**src/rtl/qq_pkg.sv**
```systemverilog
// qq_pkg: shared state, entry type and sentinel helpers for QuickQ segments
`ifndef QQ_KW
`define QQ_KW 32
`endif
`ifndef QQ_VW
`define QQ_VW 16
`endif
package qq_pkg;
  localparam int QQ_KW = `QQ_KW;
  localparam int QQ_VW = `QQ_VW;
  typedef enum logic [2:0] {INIT, IDLE, ENQ, ENQ_RT, DEQ, DEQ_RT, REPL} qq_state_t;
  typedef struct packed {
    logic [QQ_KW-1:0] key;
    logic [QQ_VW-1:0] val;
  } qq_entry_t;
  localparam logic [QQ_KW-1:0] MAX_KEY = '1;
  localparam qq_entry_t SENT = '{key: MAX_KEY, val: '0};
  function automatic logic is_sentinel(input logic [QQ_KW-1:0] key);
    return &key;
  endfunction
endpackage

```
**src/rtl/qq_segment_mem.sv**
```systemverilog
// qq_seg_mem: segment entry storage, one write port, async reads at i, i+1 and head
module qq_seg_mem
  import qq_pkg::*;
#(
  parameter int D = 8
) (
  input  logic                 clk,
  input  logic                 we,
  input  logic [$clog2(D)-1:0] wa,
  input  qq_entry_t            wd,
  input  logic [$clog2(D)-1:0] ra,
  output qq_entry_t            rd_i,
  output qq_entry_t            rd_n,
  output qq_entry_t            rd_h
);
  localparam int IW = $clog2(D);
  qq_entry_t mem [D];
  always_ff @(posedge clk) if (we) mem[wa] <= wd;
  assign rd_i = mem[ra];
  // past the last slot the next entry reads as empty
  assign rd_n = ra == IW'(D - 1) ? SENT : mem[ra + IW'(1)];
  assign rd_h = mem[0];
endmodule

```
**src/rtl/qq_segment.sv**
```systemverilog
// qq_segment: one chainable sorted priority-queue segment with value payload and REPLACE
module qq_segment
  import qq_pkg::*;
#(
  parameter int KW   = QQ_KW,
  parameter int VW   = QQ_VW,
  parameter int D    = 8,
  parameter bit LAST = 1'b0
) (
  input  logic          clk,
  input  logic          rst,
  input  logic          enq_i,
  input  logic          deq_i,
  input  logic [KW-1:0] key_i,
  input  logic [VW-1:0] val_i,
  output logic          rdy_o,
  output logic [KW-1:0] key_o,
  output logic [VW-1:0] val_o,
  output logic          empty_o,
  output logic          full_o,
  output logic          ovf_o,
  output logic          rt_enq_o,
  output logic          rt_deq_o,
  output logic [KW-1:0] rt_key_o,
  output logic [VW-1:0] rt_val_o,
  input  logic [KW-1:0] rt_key_i,
  input  logic [VW-1:0] rt_val_i,
  input  logic          rt_rdy_i
);
  localparam int IW = $clog2(D);
  localparam int CW = $clog2(D + 1);
  localparam logic [IW-1:0] TOP = IW'(D - 1);
  qq_state_t st;
  logic [IW-1:0] i, wa;
  logic [CW-1:0] cnt;
  logic empty, full, ovf, we, rt_ok, at_top, lt_cur, lt_nx, repl_push;
  qq_entry_t t, cur, nxt_m, head, rt_head, nx, wd;
  qq_seg_mem #(.D(D)) u_mem (
    .clk(clk), .we(we), .wa(wa), .wd(wd), .ra(i), .rd_i(cur), .rd_n(nxt_m), .rd_h(head)
  );
  assign rt_head   = LAST ? SENT : qq_entry_t'{key: rt_key_i, val: rt_val_i};
  assign rt_ok     = LAST || rt_rdy_i;
  assign at_top    = i == TOP;
  assign nx        = at_top ? rt_head : nxt_m;
  assign lt_cur    = t.key < cur.key;
  assign lt_nx     = t.key < nx.key;
  // a REPLACE that runs off the end hands the new entry to the right neighbour
  assign repl_push = st == REPL && at_top && rt_ok && !lt_nx;
  assign rdy_o     = st == IDLE;
  assign key_o     = st == INIT ? MAX_KEY : head.key;
  assign val_o     = head.val;
  assign empty_o   = empty;
  assign full_o    = full;
  assign ovf_o     = ovf;
  assign rt_enq_o  = !LAST && (st == ENQ_RT || repl_push);
  assign rt_deq_o  = !LAST && (repl_push || (st == DEQ_RT && rt_rdy_i && !is_sentinel(rt_key_i)));
  assign rt_key_o  = t.key;
  assign rt_val_o  = t.val;
  always_comb begin
    we = 1'b0;
    wa = i;
    wd = t;
    case (st)
      INIT:    begin we = 1'b1; wd = SENT; end
      ENQ:     we = lt_cur;
      DEQ:     begin we = 1'b1; wd = nxt_m; end
      DEQ_RT:  begin we = rt_ok; wd = rt_head; end
      REPL:    begin we = !at_top || rt_ok; wd = lt_nx ? t : nx; end
      default: we = 1'b0;
    endcase
  end
  always_ff @(posedge clk) begin
    ovf   <= 1'b0;
    empty <= cnt == '0;
    full  <= cnt == CW'(D);
    if (rst) begin
      st    <= INIT;
      i     <= '0;
      cnt   <= '0;
      empty <= 1'b1;
      full  <= 1'b0;
    end else case (st)
      INIT: begin
        i  <= at_top ? '0 : i + IW'(1);
        st <= at_top ? IDLE : INIT;
      end
      IDLE: begin
        i <= '0;
        t <= qq_entry_t'{key: key_i, val: val_i};
        if (enq_i && !is_sentinel(key_i)) st <= (deq_i && cnt != '0) ? REPL : ENQ;
        else if (deq_i && !enq_i && cnt != '0) st <= DEQ;
      end
      ENQ: begin
        if (lt_cur) t <= cur;
        if (is_sentinel(cur.key)) begin
          st  <= IDLE;
          cnt <= cnt + CW'(1);
        end else if (at_top) st <= ENQ_RT;
        else i <= i + IW'(1);
      end
      ENQ_RT: if (rt_ok) begin
        st  <= IDLE;
        ovf <= LAST;
      end
      DEQ: if (is_sentinel(nxt_m.key)) begin
        st  <= IDLE;
        cnt <= cnt - CW'(1);
      end else begin
        i <= i + IW'(1);
        if (i == TOP - IW'(1)) st <= DEQ_RT;
      end
      DEQ_RT: if (rt_ok) begin
        st <= IDLE;
        if (is_sentinel(rt_head.key)) cnt <= cnt - CW'(1);
      end
      REPL: if (!at_top || rt_ok) begin
        i <= i + IW'(1);
        if (lt_nx || at_top) st <= IDLE;
      end
      default: st <= INIT;
    endcase
  end
endmodule

```
**config.mk**
```make
export PLATFORM = sky130hd
export DESIGN_NAME = qq_segment
export DESIGN_NICKNAME = d
export VERILOG_FILES = /design/src/rtl/qq_pkg.sv /design/src/rtl/qq_segment_mem.sv /design/src/rtl/qq_segment.sv
export SDC_FILE = /design/constraint.sdc
export NUM_CORES = 1
export LEC_CHECK = 0
export CORE_ASPECT_RATIO = 1.4
export CORE_MARGIN = 2
export CORE_UTILIZATION = 30
export DETAILED_ROUTE_END_ITERATION = 8
export PLACE_DENSITY = 0.47
export SETUP_SLACK_MARGIN = 0.1
export SLEW_MARGIN = 20
export SYNTH_ARGS = -nofsm -noshare
export SYNTH_HDL_FRONTEND = slang
export SYNTH_SLANG_ARGS = --single-unit
```
**constraint.sdc**
```tcl
create_clock -name clk -period 12.15 [get_ports clk]
set_input_delay 1.8225 -clock clk [delete_from_list [all_inputs] [get_ports clk]]
set_output_delay 1.8225 -clock clk [all_outputs]
set_load 0.03 [all_outputs]
```
; ---- Word level (Yosys, flattened, before mapping)
; Memories as Yosys holds them, arrays and structs flattened. A register that Yosys moved wholly into a read port is not among the register bits.
; Index checks and enable logic that the tools add are counted.
; W data, S select, Z words.
[word_totals]
latchBits = 0
elab_cells = 106
out_inout_bits = 102
mem_count = 1
mem_bits_ro = 0
ff_bits = 60
ram_bits = 384
inputBits = 101
[memory_table]
columns = memory, depth, width, rd, rd_clocked_by_memory_dff, write_ports, line
row1 = u_mem.mem, 8, 48, 3, 1, 1, qq_segment_mem.sv:17  ; qq_entry_t mem [D];
[op_classes]
n_bitwise = 1
multipliers = 0
n_div = 0
n_addsub = 3
magnitude_cmp = 2
shifts = 0
reduce_logical = 34
n_eq_ne = 23
muxes = 35
[ops]
columns = cell, count
row1 = $mux W48, 4
row2 = $pmux W48 S4, 1
row3 = $reduce_and A32 Y1, 4
row4 = $pmux W48 S2, 1
row5 = $lt A32 B32 Y1, 2
row6 = $mux W3, 17
row7 = $mux W32, 1
row8 = $pmux W3 S6, 1
row9 = $mux W4, 4
row10 = $eq A3 B3 Y1 const B, 5
row11 = $pmux W3 S5, 1
row12 = $ne A2 B2 Y1 const B, 7
row13 = $pmux W4 S3, 1
row14 = $reduce_and A5 Y1, 2
row15 = $logic_and A1 B1 Y1, 9
row16 = $ne A2 B1 Y1 const B, 4
row17 = $eq A3 B2 Y1 const B, 2
row18 = $ne A3 B3 Y1 const B, 2
row19 = $reduce_and A6 Y1, 1
row20 = $logic_not A1 Y1, 5
row21 = $reduce_bool A5 Y1, 1
row22 = $add A4 B1 Y4 const B, 1
row23 = $eq A4 B4 Y1 const B, 1
row24 = $logic_not A4 Y1, 1
row25 = other kinds (14), 20

; ---- Longest topological paths before layout
; An unclocked memory read counts as a cell.
[logic_depth]
ltp_word = 9
ltp_mapped = 23
mapped_depth_nobuf = 15

; ---- Modules after synthesis
; From an unflattened synthesis, not the netlist that was laid out.
[unflattened]
cells_unflattened = 1852
area_unflattened_um2 = 25309.3
[modules_own_cells]
columns = module, n_inst, area_per_inst_um2, cells_each, seq_area_each_um2
row1 = qq_seg_mem, 1, 17954.7, 906, 11531.1
row2 = qq_segment, 1, 7354.6, 946, 1681.6

; ---- Worst setup path before layout
; No wires, ideal clock.
[synth_path]
path_type = reg2reg
from = reg with a tool-made name
to = mem u_mem.mem[1][0] in the netlist's numbering (enable)
setup_time_ps = 711
period_less_slack_ps = 11658
required_ps = 11439
n_path_buf = 4
setup_slack_ps = 492
arrival_ps = 10947
stages_incl_launch_ff = 15
cell_sequence = dfxtp_1 -> buf_2 -> buf_2 -> buf_1 -> clkbuf_1 -> mux2i_1 -> ha_1 -> a21o_1 -> a21o_1 -> a21o_1 -> a21o_1 -> a21oi_1 -> o21ai_0 -> a221o_1 -> a2111oi_0
[synth_rtl]
columns = element, line
row1 = end: declaration, qq_segment_mem.sv:17

; ---- Worst setup path in the final report
[layout_path]
from = reg i[0]
to = out rt_enq_o
[layout_between]
elab_chain_len = 8
word_cells_on_any_way = 11
classes_between = 1 x add/sub / 1 x order compare / 1 x eq/ne / 2 x mux / 5 x reduce/logical / 1 x memory
[layout_rtl]
columns = element, line
row1 = start: declaration, qq_segment.sv:34  ; logic [IW-1:0] i, wa;
row2 = start signal: assignment, qq_segment.sv:84  ; i <= at_top ? '0 : i + IW'(1);
row3 = start signal: assignment, qq_segment.sv:99  ; else i <= i + IW'(1);
row4 = start signal: assignment, qq_segment.sv:109  ; i <= i + IW'(1);
row5 = $add A3 B1 Y3, qq_segment_mem.sv:21  ; assign rd_n = ra == IW'(D - 1) ? SENT : mem[ra + IW'(1)];
row6 = $mem_v2 Z8 W48, -
row7 = $mux W48, qq_segment_mem.sv:21
row8 = $mux W48, qq_segment.sv:44  ; assign nx = at_top ? rt_head : nxt_m;
row9 = $lt A32 B32 Y1, qq_segment.sv:46  ; assign lt_nx = t.key < nx.key;
row10 = $logic_not A1 Y1, qq_segment.sv:48  ; assign repl_push = st == REPL && at_top && rt_ok && !lt_nx;
row11 = $logic_and A1 B1 Y1 *, qq_segment.sv:48
row12 = $logic_or A1 B1 Y1 *, qq_segment.sv:55  ; assign rt_enq_o = !LAST && (st == ENQ_RT || repl_push);
row13 = end: declaration, qq_segment.sv:22  ; output logic rt_enq_o,
; Every way passes the cells marked *; elsewhere a longest branch is shown, timed or not.

==> flow_summary.ini <==
[run_status]
status = completed

[layout]
nFillCells = 7634
final_util = 0.3600
multi_input_area_um2 = 10290
seq_area_um2 = 13290
nNetsFinal = 2002
drive_gt1_frac = 0.1832
diodes = 0
syn2layout_area_growth_pct = 19.23

[cts]
cts_tree = done
cts-resized-gates = 0
h-tree-depth = 2
cts-buffers-inserted = 49
cts-root-buf = clkbuf_16
cts.clk_slew.worst_paths_ps = 70
clockBufferDepth = 3
cts_hold_buffers = 0
post-cts-setup-buffers = 0
clkSinkCount = 447
clk_latency_ps = 610

[sta]
period_needed_ps = 8779
layout_setup_ws_ps = 3371
hold_violations = 0
max_freq_mhz = 113.9
grt_setup_unrepaired = false
drv_slew = 0
finClkSkew_ps = 34.17
finalSetupViolations = 0
period_share = 0.7226
max_slew.worst_pin.slew_ps = 1109
finalSetupTns_ps = 0
slew_headroom = 0.2604

[grt]
grt_max_degree = 62
grt_pass1_wl_mm = 123.8
grt_pass1_vias = 16961
antenna_found_initial = 0
track_usage = 0.2050
grt-ovfl-total = 0

[yosys]
avgSynthCellArea_um2 = 14.42
async_flop_share = 0
synthesis.nets = 1848
yosys.cell_types.count = 62
synth_ff_type = edfxtp_1
ys_warn_count = 0
synth_seq_cells = 447
syn_area_um2 = 24210
synth_cells = 1679
synth-seq-area-share = 0.5482
synth_edf_count = 432

[power]
p_sw_frac = 0.2670
p_int_w = 0.002896
p_leak_nw = 8.649
switching_power_w = 0.001055
power_frac_seq = 0.452
pwr-share-comb = 0.151
ir_drop_uv = 107.5
clkPwrFrac = 0.397
power_density_nw_per_um2 = 136.9

[floorplan]
start_util = 0.3019
design.die.area_um2 = 83020
rows = 123
die-height_um = 340.1
ios = 203
die_x_um = 244.1
core-area_um2 = 80180

[route]
num_vias = 16490
via_per_inst = 5.620
route.detailed.wl_per_inst_um = 29.39
drt_iter0_drc = 1639
drc = 0
drtAntennaViolNets = 0
drtPass1Iterations = 5
totalWireLength_mm = 86.23

[critical_path]
required_ps = 10330
rrSetupSlack_ps = 4580
critPathMaxFanout = 45
crit_arrival_ps = 6960
end_kind = output port
crit_path_start_kind = register
crit_type = reg -> out

[placement]
place_hpwl_mm = 58.51
routabilityCongestion = 0.8693
pre_cts_ws_ps = 3967
port_buffers = 201

[hold_path]
min_path_type = reg -> reg

[job]
max_cap_viol_count = 0
## critical path, cell delays in order, from the launching register on
cell and delay, ps:
dfxtp_4 610, buf_4 620, inv_1 350, ha_4 590
buf_4 720, nor2b_1 420, a22oi_1 120, a21oi_1 390
o21bai_1 210, ha_1 170, nand4_1 110, nor3_1 380
nand3_1 150, o211ai_1 270, a21oi_2 60, nor4_1 280
o21a_1 180, clkdlybuf4s50_1 670
## per-layer routing
layer | part of all wire | GRT usage
met5 | 0 | 0
met4 | 0.041 | 0.08194
met3 | 0.050 | 0.02578
met2 | 0.50 | 0.3485
met1 | 0.41 | 0.2653
## cell usage in the layout (no fill, tap or decap), types with 12 or more instances in the layout
cell type        count
nor2_1              66
clkbuf_16           51
o21ai_0            127
edfxtp_1           432
a21o_1              50
nand2_1            124
a221o_1             18
nand4_1             50
ha_1                65
clkdlybuf4s50_1    201
buf_4               31
or2_2               34
nor4_1              12
a21oi_1            121
mux2i_1            122
mux4_2             170
## metrics by stage
step	hold slack (ps)	cell area, um2	cells	power (W)
floorplan	453.3	24210	1679	0.002210
global route	525.1	28860	2934	0.004077
detailed placement	491.1	27190	2844	0.002422
global placement	497.1	27190	2844	0.002420
finish	509.6	28860	2934	0.003951
CTS	511.6	28860	2934	0.003996
## synth_stat cells, types with 6 or more instances
cell type  instances  share of area
edfxtp_1         432           0.54
mux4_2           170           0.16
o21ai_0          127          0.026
nand2_1          124          0.019
a21oi_1          122          0.025
mux2i_1          122          0.050
nor2_1            68          0.011
ha_1              67          0.035
clkbuf_1          59         0.0091
a21o_1            50          0.016
nand4_1           50          0.013
or2_2             34         0.0088
buf_2             24         0.0050
buf_4             24         0.0074
a221o_1           18         0.0074
dfxtp_1           15          0.012
nor4_1            12         0.0031
nand3_1           11         0.0023
a22oi_1           10         0.0031
buf_1             10         0.0016
inv_1             10         0.0016
mux4_1             8         0.0087
a2111oi_0          7         0.0025
buf_6              6         0.0028
nor3_1             6         0.0012
o311a_1            6         0.0025
## sequential cells by signal (all words and copies together), names as in the netlist, named ones only
register and count:
u_mem.mem 384, full_o 1, empty_o 1, st 3, i 3, rt_key_o 32
rt_val_o 16, cnt 4
## path summary, 6_finish.rpt
| check | from | endpoint | cells after the start |
|---|---|---|---|
| min | cnt[3] | empty_o | 1 |
| max | i[0] | rt_enq_o | 17 |
| max reg2reg | i[0] | u_mem.mem[4][9] | 18 |
| min reg2reg | cnt[3] | empty_o | 1 |
## power groups by stage
stage / Sequential (W) / Combinational (W) / Clock [W]
2_1_floorplan: 0.00181 / 0.000404 / 0
3_3_place_gp: 0.00182 / 0.000604 / 0
3_5_place_dp: 0.00182 / 0.000604 / 0
4_1_cts: 0.00179 / 0.000607 / 0.00160
5_1_grt: 0.00179 / 0.000635 / 0.00165
6_report: 0.00178 / 0.000598 / 0.00157
## logic make-up after synthesis
| kind of cell | synth area share |
|---|---|
| other | 0.0001549 |
| DFF | 0.5482 |
| AOI/OAI and AO/OA | 0.09970 |
| and+or+nand+nor | 0.06631 |
| adders and majority gates | 0.03545 |
| buffers and inverters | 0.03215 |
| muxes | 0.2173 |
| xor gates and xnor gates | 0.0007237 |
## final cells by class
class,count,share of cell area
flip-flops and latches,447,0.4604
clock inverters,33,0.01300
inverters,11,0.001430
well taps,1062,0.04604
clock buffers,57,0.04500
multi-input cells,1092,0.3564
repair buffers,232,0.07777
Note: power is estimated with default switching activity, not from simulation.
